==> config.mk <==
export PLATFORM = sky130hd
export DESIGN_NAME = sticky_event_scheduler
export DESIGN_NICKNAME = d
export VERILOG_FILES = /design/src/rtl/sticky_event_scheduler_pkg.sv /design/src/rtl/sticky_event_scheduler_sticky_ch.sv /design/src/rtl/sticky_event_scheduler.sv
export SDC_FILE = /design/constraint.sdc
export NUM_CORES = 1
export LEC_CHECK = 0
export CAP_MARGIN = 20
export CORE_UTILIZATION = 56
export CTS_CLUSTER_DIAMETER = 120
export DETAILED_ROUTE_END_ITERATION = 7
export GPL_TIMING_DRIVEN = 0
export PLACE_DENSITY = 0.77
export SLEW_MARGIN = 20
export SYNTH_ARGS = -nofsm -noshare
export SYNTH_HDL_FRONTEND = slang
export SYNTH_HIERARCHICAL = 1
export SYNTH_SLANG_ARGS = --single-unit
export TNS_END_PERCENT = 5
==> constraint.sdc <==
create_clock -name clk -period 2.2 [get_ports clk]
set_input_delay 0.66 -clock clk [delete_from_list [all_inputs] [get_ports clk]]
set_output_delay 0.66 -clock clk [all_outputs]
set_load 0.01 [all_outputs]
==> src/rtl/sticky_event_scheduler_pkg.sv <==
// Shared types and default sizing for the sticky event scheduler.
package sticky_event_scheduler_pkg;

  typedef enum logic {
    IDLE   = 1'b0,
    REPORT = 1'b1
  } sched_state_e;

  localparam int DEF_N_CH = 4;
  localparam int DEF_TS_W = 8;

endpackage

==> src/rtl/sticky_event_scheduler_sticky_ch.sv <==
// One channel: a sticky first-1 flag plus the timestamp captured when it was set.
module sticky_ch
  import sticky_event_scheduler_pkg::*;
#(
  parameter int TS_W = DEF_TS_W
) (
  input  logic            clk,
  input  logic            rst,
  input  logic            set_i,
  input  logic            clr_i,
  input  logic [TS_W-1:0] tcnt_i,
  output logic            sticky_o,
  output logic [TS_W-1:0] stamp_o
);

  logic            sticky_q, sticky_d;
  logic [TS_W-1:0] stamp_q, stamp_d;

  // A set coinciding with a clear starts a fresh event, so it wins and restamps.
  always_comb begin
    sticky_d = sticky_q;
    stamp_d  = stamp_q;
    if (set_i) begin
      sticky_d = 1'b1;
      if (!sticky_q || clr_i) begin
        stamp_d = tcnt_i;
      end
    end else if (clr_i) begin
      sticky_d = 1'b0;
    end
  end

  always_ff @(posedge clk or negedge rst) begin
    if (!rst) begin
      sticky_q <= 1'b0;
      stamp_q  <= '0;
    end else begin
      sticky_q <= sticky_d;
      stamp_q  <= stamp_d;
    end
  end

  assign sticky_o = sticky_q;
  assign stamp_o  = stamp_q;

endmodule

==> src/rtl/sticky_event_scheduler.sv <==
// Latches first-1 events per channel with a timestamp and reports them round-robin.
module sticky_event_scheduler
  import sticky_event_scheduler_pkg::*;
#(
  parameter int N_CH = DEF_N_CH,
  parameter int TS_W = DEF_TS_W
) (
  input  logic                    clk,
  input  logic                    rst,
  input  logic [N_CH-1:0]         ev_in,
  input  logic [N_CH-1:0]         enable,
  output logic [N_CH-1:0]         sticky,
  output logic                    any_sticky,
  output logic                    rpt_valid,
  input  logic                    rpt_ready,
  output logic [$clog2(N_CH)-1:0] rpt_ch,
  output logic [TS_W-1:0]         rpt_stamp,
  output sched_state_e            dbg_state
);

  localparam int CH_W = $clog2(N_CH);
  localparam int IW   = CH_W + 1;

  sched_state_e    state_q, state_d;
  logic [TS_W-1:0] tcnt_q;
  logic [CH_W-1:0] ptr_q, ptr_d;
  logic [CH_W-1:0] rpt_ch_q, rpt_ch_d;
  logic [TS_W-1:0] rpt_stamp_q, rpt_stamp_d;
  logic [CH_W-1:0] sel_ch;
  logic            sel_found;
  logic [IW-1:0]   rr_idx;
  logic            hs;
  logic [N_CH-1:0] set_v;
  logic [N_CH-1:0] clr_v;
  logic [TS_W-1:0] stamp_w [N_CH];

  // Report handshake: rpt_valid holds with stable rpt_ch/rpt_stamp until an
  // edge sees rpt_valid & rpt_ready; that edge consumes the report.
  assign hs    = (state_q == REPORT) && rpt_ready;
  assign set_v = ev_in & enable;

  for (genvar g = 0; g < N_CH; g++) begin : g_ch
    assign clr_v[g] = hs && (rpt_ch_q == CH_W'(g));

    sticky_ch #(
      .TS_W(TS_W)
    ) u_ch (
      .clk     (clk),
      .rst     (rst),
      .set_i   (set_v[g]),
      .clr_i   (clr_v[g]),
      .tcnt_i  (tcnt_q),
      .sticky_o(sticky[g]),
      .stamp_o (stamp_w[g])
    );
  end

  // Scan downward so the channel closest to ptr is the last one kept.
  always_comb begin
    sel_found = 1'b0;
    sel_ch    = '0;
    rr_idx    = '0;
    for (int k = N_CH - 1; k >= 0; k--) begin
      rr_idx = IW'(ptr_q) + IW'(k);
      if (rr_idx >= IW'(N_CH)) begin
        rr_idx = rr_idx - IW'(N_CH);
      end
      if (sticky[rr_idx[CH_W-1:0]]) begin
        sel_found = 1'b1;
        sel_ch    = rr_idx[CH_W-1:0];
      end
    end
  end

  always_comb begin
    state_d     = state_q;
    ptr_d       = ptr_q;
    rpt_ch_d    = rpt_ch_q;
    rpt_stamp_d = rpt_stamp_q;
    case (state_q)
      IDLE: begin
        if (sel_found) begin
          rpt_ch_d    = sel_ch;
          rpt_stamp_d = stamp_w[sel_ch];
          state_d     = REPORT;
        end
      end
      REPORT: begin
        if (rpt_ready) begin
          ptr_d   = (rpt_ch_q == CH_W'(N_CH - 1)) ? '0 : rpt_ch_q + CH_W'(1);
          state_d = IDLE;
        end
      end
      default: state_d = IDLE;
    endcase
  end

  always_ff @(posedge clk or negedge rst) begin
    if (!rst) begin
      state_q     <= IDLE;
      tcnt_q      <= '0;
      ptr_q       <= '0;
      rpt_ch_q    <= '0;
      rpt_stamp_q <= '0;
    end else begin
      state_q     <= state_d;
      tcnt_q      <= tcnt_q + TS_W'(1);
      ptr_q       <= ptr_d;
      rpt_ch_q    <= rpt_ch_d;
      rpt_stamp_q <= rpt_stamp_d;
    end
  end

  assign any_sticky = |sticky;
  assign rpt_valid  = (state_q == REPORT);
  assign rpt_ch     = rpt_ch_q;
  assign rpt_stamp  = rpt_stamp_q;
  assign dbg_state  = state_q;

endmodule

* Word-level counts from Yosys, hierarchy flattened
Cells that the tools add are included.
Operators by class: $lt $le $gt $ge 9, bitwise operators 3, multiplexer cells 35, reductions and logical operators 25, equality and inequality tests 3, add/subtract/negate cells 9
Operator list (count):
- $mux W1 | 18
- $mux W2 | 9
- $bmux W8 S2 | 1
- $mux W8 | 2
- $ge A3 B3 Y1 const B | 4
- $lt A2 B3 Y1 const B | 4
- $reduce_and A2 Y1 | 6
- $add A8 B1 Y8 const B | 1
- $bmux W1 S2 | 4
- $reduce_bool A2 Y1 | 4
- $sub A2 B1 Y2 const B | 4
- $add A2 B2 Y3 const B | 2
- $logic_and A1 B1 Y1 | 5
- $and A4 B4 Y4 | 1
- $eq A2 B2 Y1 const B | 2
- $logic_not A1 Y1 | 4
- $logic_or A1 B1 Y1 | 4
- $reduce_or A4 Y1 | 1
- $add A2 B1 Y3 const B | 1
- $ge A2 B3 Y1 const B | 1
- $not A2 Y3 | 1
- $add A2 B1 Y2 const B | 1
- $eq A2 B1 Y1 const B | 1
- $logic_not A2 Y1 | 1
- other kinds (2) | 2
Word-level totals: register bits after elaboration 57, logic and storage cells 97, output and inout bits 17

* Depth between registers and ports, before layout
depth in word-level cells 13, depth in mapped cells 7, depth with buffers taken out 6

* Cells and area by module
Netlist, hierarchy kept.
Modules (own cells, without submodules):
- sticky_ch | seq. area each 225.2 um^2, cells each 20, times used 4, area an instance 377.9 um^2
- sticky_event_scheduler | seq. area each 525.5 um^2, cells each 113, times used 1, area an instance 1276.2 um^2

* Worst setup path before layout
Ideal clock, no wire load.
kind reg2out, start point reg g_ch[1].u_ch.sticky_q, end point out any_sticky, buffers on the path 0, path slack 469 ps, arrival 1071 ps, cell stages (with the launch flop) 2, cell sequence dfrtp_1 -> or4_4
On the way: word-level cells in the longest chain between the ends 1
RTL lines:
- from (decl) | RTL line sticky_event_scheduler_sticky_ch.sv:16 | logic sticky_q, sticky_d;
- from (signal assigned) | RTL line sticky_event_scheduler_sticky_ch.sv:38 | sticky_q <= sticky_d;
- $reduce_or A4 Y1 | RTL line sticky_event_scheduler.sv:114 | assign any_sticky = |sticky;
- to (decl) | RTL line sticky_event_scheduler.sv:13 | output logic any_sticky,
Every way passes these cells.

* Worst setup path in the final report
start point reg state_q (netlist: dbg_state), end point out rpt_valid
RTL lines:
- from (decl) | RTL line sticky_event_scheduler.sv:24 | sched_state_e state_q, state_d;
- from (signal assigned) | RTL line sticky_event_scheduler.sv:106 | state_q <= state_d;
- to (decl) | RTL line sticky_event_scheduler.sv:14 | output logic rpt_valid,
No word-level cell between the ends.

==> key figures <==
Outcome
  • Status: finished, final reports clean

Power and ir drop
  • Internal Power: 2.995 mW
  • Logic pwr share: between 40% and 50%
  • Seq pwr share: 36.9%
  • Power Density: between 1000 and 1500 nW/um^2
  • Sw frac: 32.36%
  • Worst vdd ir: 847.7 uV
  • Net Sw Power: 1.433 mW
  • Clock power frac: 21.8%
  • Pleak: around 1.7 nW

Layout
  • Area grow syn2layout: 20.38%
  • Final instance count without filler cells: 305
  • Area of the multi-input gates: 1276 um^2
  • Final core occ: 70.58%
  • Share of layout cells above drive strength 1: 34.87%
  • Sequential Area: 1430 um^2
  • # fillers: 341
  • Diode count: 0
  • Fin nets: 250

Detailed routing
  • Avg WL per Cell: ~19 um
  • Drc violations: 0
  • Initial DRC Count: 73
  • Vias: around 1700
  • Vias/cell: between 5 and 6
  • Post-Route WL: about 5700 um
  • TritonRoute pass-1 iters: 4
  • Final ANT Viol Nets: 0

Floorplanning
  • Die width: slightly above 70 um
  • Die H: 72.56 um
  • DIE AREA: 5264 um^2
  • I/O pins: 28
  • Starting Density: approximately 59%
  • Core Area: 4755 um^2
  • Rows: 25

Clock network
  • H-tree levels: 3
  • Clk pin slew, worst setup/hold paths: 0.06 ns
  • Clock Latency Late Sink: roughly 0.33 ns
  • Longest Clk Path Bufs: 2
  • Clock buffer count from CTS: 9
  • Clk root buf: clkbuf_8
  • Clock sinks: 57
  • CTS tree: built

STA
  • Slew @ Worst Pin: 0.7014 ns
  • Setup TNS: 0 ns
  • Endpoints failing hold: 0
  • Slew Limit Fails: 0
  • RSZ-0062 raised after global routing: no
  • Top achievable clock speed: 0.4732 GHz
  • Clock skew: 0.005163 ns
  • PnR worst setup slack: 0.08660 ns
  • Period utilization: between 90 and 100%
  • Min Hold Slack: 0.3892 ns
  • Worst slew margin: 53.24%
  • Setup violators final: 0
  • Final Critical Period: 2.113 ns

Placed design
  • Placer congestion estimate: 0.7699
  • Placed insts: 287
  • I/O Buffers: 27
  • Pre-CTS setup slack: -0.02078 ns
  • DP Wirelength: between 3000 and 4000 um

Critical path
  • Reg2Reg Depth: 7
  • RR Startpoint: g_ch[3].u_ch/sticky_o
  • Reg2reg end: rpt_stamp[0]
  • CP required: between 1.5 and 2 ns
  • Crit path max fanout: 9
  • Crit path kind: reg2out
  • Crit-path cells: buf_4, clkdlybuf4s50_1
  • R2R setup slack: 0.34 ns
  • WP data arrival: 1.45 ns
  • Max incr delay on CP: 0.52 ns
  • Worst setup EP type: primary output
  • Slowest-stage cell, CP: clkdlybuf4s50_1
  • Type of origin of the critical path: flop

Synthesis
  • Mean Syn Cell Area: 14.44 um^2
  • Synth Register Bits: 57
  • Syn_nets: 209
  • Seq/Total Area, Yosys: 51.17%
  • Cells after Synth: slightly below 200
  • Synth async-reset ratio: 100.0%
  • Ys flop type: dfrtp_1
  • Synth Warn #: 6
  • Netlist Area Pre-Place: 2788 um^2
  • Post-synth EDFFs: 0
  • Post-synth cell types: 35

Global route
  • Initial antenna violation count: 0
  • Total GRT Usage: 24.95%
  • Largest net degree at the start of global routing: 58
  • Remaining global-route overflow: 0
  • First-pass GRT wire length: 9328 um
  • Vias in the first global route: between 1500 and 2000

Min path
  • Worst hold-check path type: in2async

Job
  • Max-Cap Viols: 0
[power groups by stage]
stage | sequential [mW] | clock [mW] | combinational, mW
after floorplan | 1.64 | 0 | 1.25
after global placement | 1.64 | 0 | 1.70
after detailed placement | 1.68 | 0 | 1.75
after CTS | 1.63 | 0.983 | 1.84
after global routing | 1.67 | 1.03 | 1.94
final | 1.63 | 0.967 | 1.83
[cells in the final DEF (no fill, tap or decap), types with 2 or more instances in the layout]
master           instances
buf_2                    2
nand2_4                  4
nand2_1                 15
nand3_1                  3
clkdlybuf4s50_1         25
clkbuf_8                11
inv_1                    5
mux2i_1                 16
or2b_1                   4
nand2b_4                 4
and2_1                   4
buf_6                    3
clkinv_2                 2
ha_1                     5
buf_4                    5
dfrtp_1                 54
xor2_1                   2
nor2b_1                  2
dfrtp_2                  3
o221ai_2                 8
nor2_1                   2
and3_1                   5
mux2_4                  32
xnor2_1                  4
or2_2                    2
[synthesized netlist by cell type, drive strengths merged, types with 5 or more instances]
cell,instances,area [um^2]
ha,5,62.56
buf,6,66.31
mux2i,16,160.2
o221ai,8,120.1
nand2,19,101.3
nand2b,6,70.07
and3,5,31.28
inv,5,18.77
mux2,33,491.7
dfrtp,57,1426
[worst max-delay path: cells and delay by family (launching register included)]
family | cells | cell delay [ns]
buf+inv | 2 | 0.67
flops | 1 | 0.46
[cell type report]
class                   count  share of cell area, %
well taps                  67                  2.498
plain buffers               6                  1.976
flip-flops and latches     57                  42.62
clock buffers              12                  4.623
inverters                   5                 0.5593
multi-input cells         125                  38.03
repair buffers             30                  8.501
clock inverters             3                  1.193
[worst max path at each step]
stage,to,startpoint,cells after the start
2_1_floorplan,any_sticky,g_ch[1].u_ch/sticky_o,1
3_3_place_gp,rpt_stamp[2],rst,1
3_5_place_dp,any_sticky,g_ch[1].u_ch/sticky_o,2
4_1_cts,any_sticky,g_ch[1].u_ch/sticky_o,2
5_1_grt,rpt_valid,dbg_state,2
6_report,rpt_valid,dbg_state,2
[timing repair]
| action | 4_1_cts | 5_1_grt |
|---|---|---|
| hold endpoints to repair | 0 | 0 |
| buffers inserted | 3 | 0 |
| gates resized for setup | 7 | 0 |
| setup endpoints to repair | 1 | 0 |
| hold buffers | 0 | 0 |
[sequential cells by signal, indices dropped and copies added, names as in the netlist]
name                count
rpt_stamp               8
ptr_q                   2
dbg_state               1
tcnt_q                  8
g_ch.u_ch/sticky_o      4
g_ch.u_ch/stamp_o      32
rpt_ch                  2
[layer usage]
| metal | GRT usage (%) | vias to the layer above | share of wire [%] |
|---|---|---|---|
| met2 | 39.77 | 39 | 47 |
| met1 | 31.75 | 846 | 47 |
| met5 | 0 | - | 0 |
| met3 | 7.083 | 14 | 3.4 |
| met4 | 11.33 | 0 | 2.4 |
| li1 | - | 759 | - |
[metrics by stage]
step	power (mW)	cell area, um^2
4_1_cts	4.452	3356
2_1_floorplan	2.893	2788
3_3_place_gp	3.335	3142
6_report	4.427	3356
5_1_grt	4.645	3356
3_5_place_dp	3.428	3139
[cells by family (layout without fill, tap and decap cells)]
group,after synthesis,in the layout,synth area share [%]
flip-flops,57,57,51.17
AND/OR/NAND/NOR,49,49,11.71
XOR/XNOR,6,6,1.885
multiplexers,49,49,23.38
adder cells (fa/ha/maj),5,5,2.244
AO/OA/AOI/OAI,16,16,6.553
buffers and inverters,11,56,3.052
(Power assumes the default switching activity.)
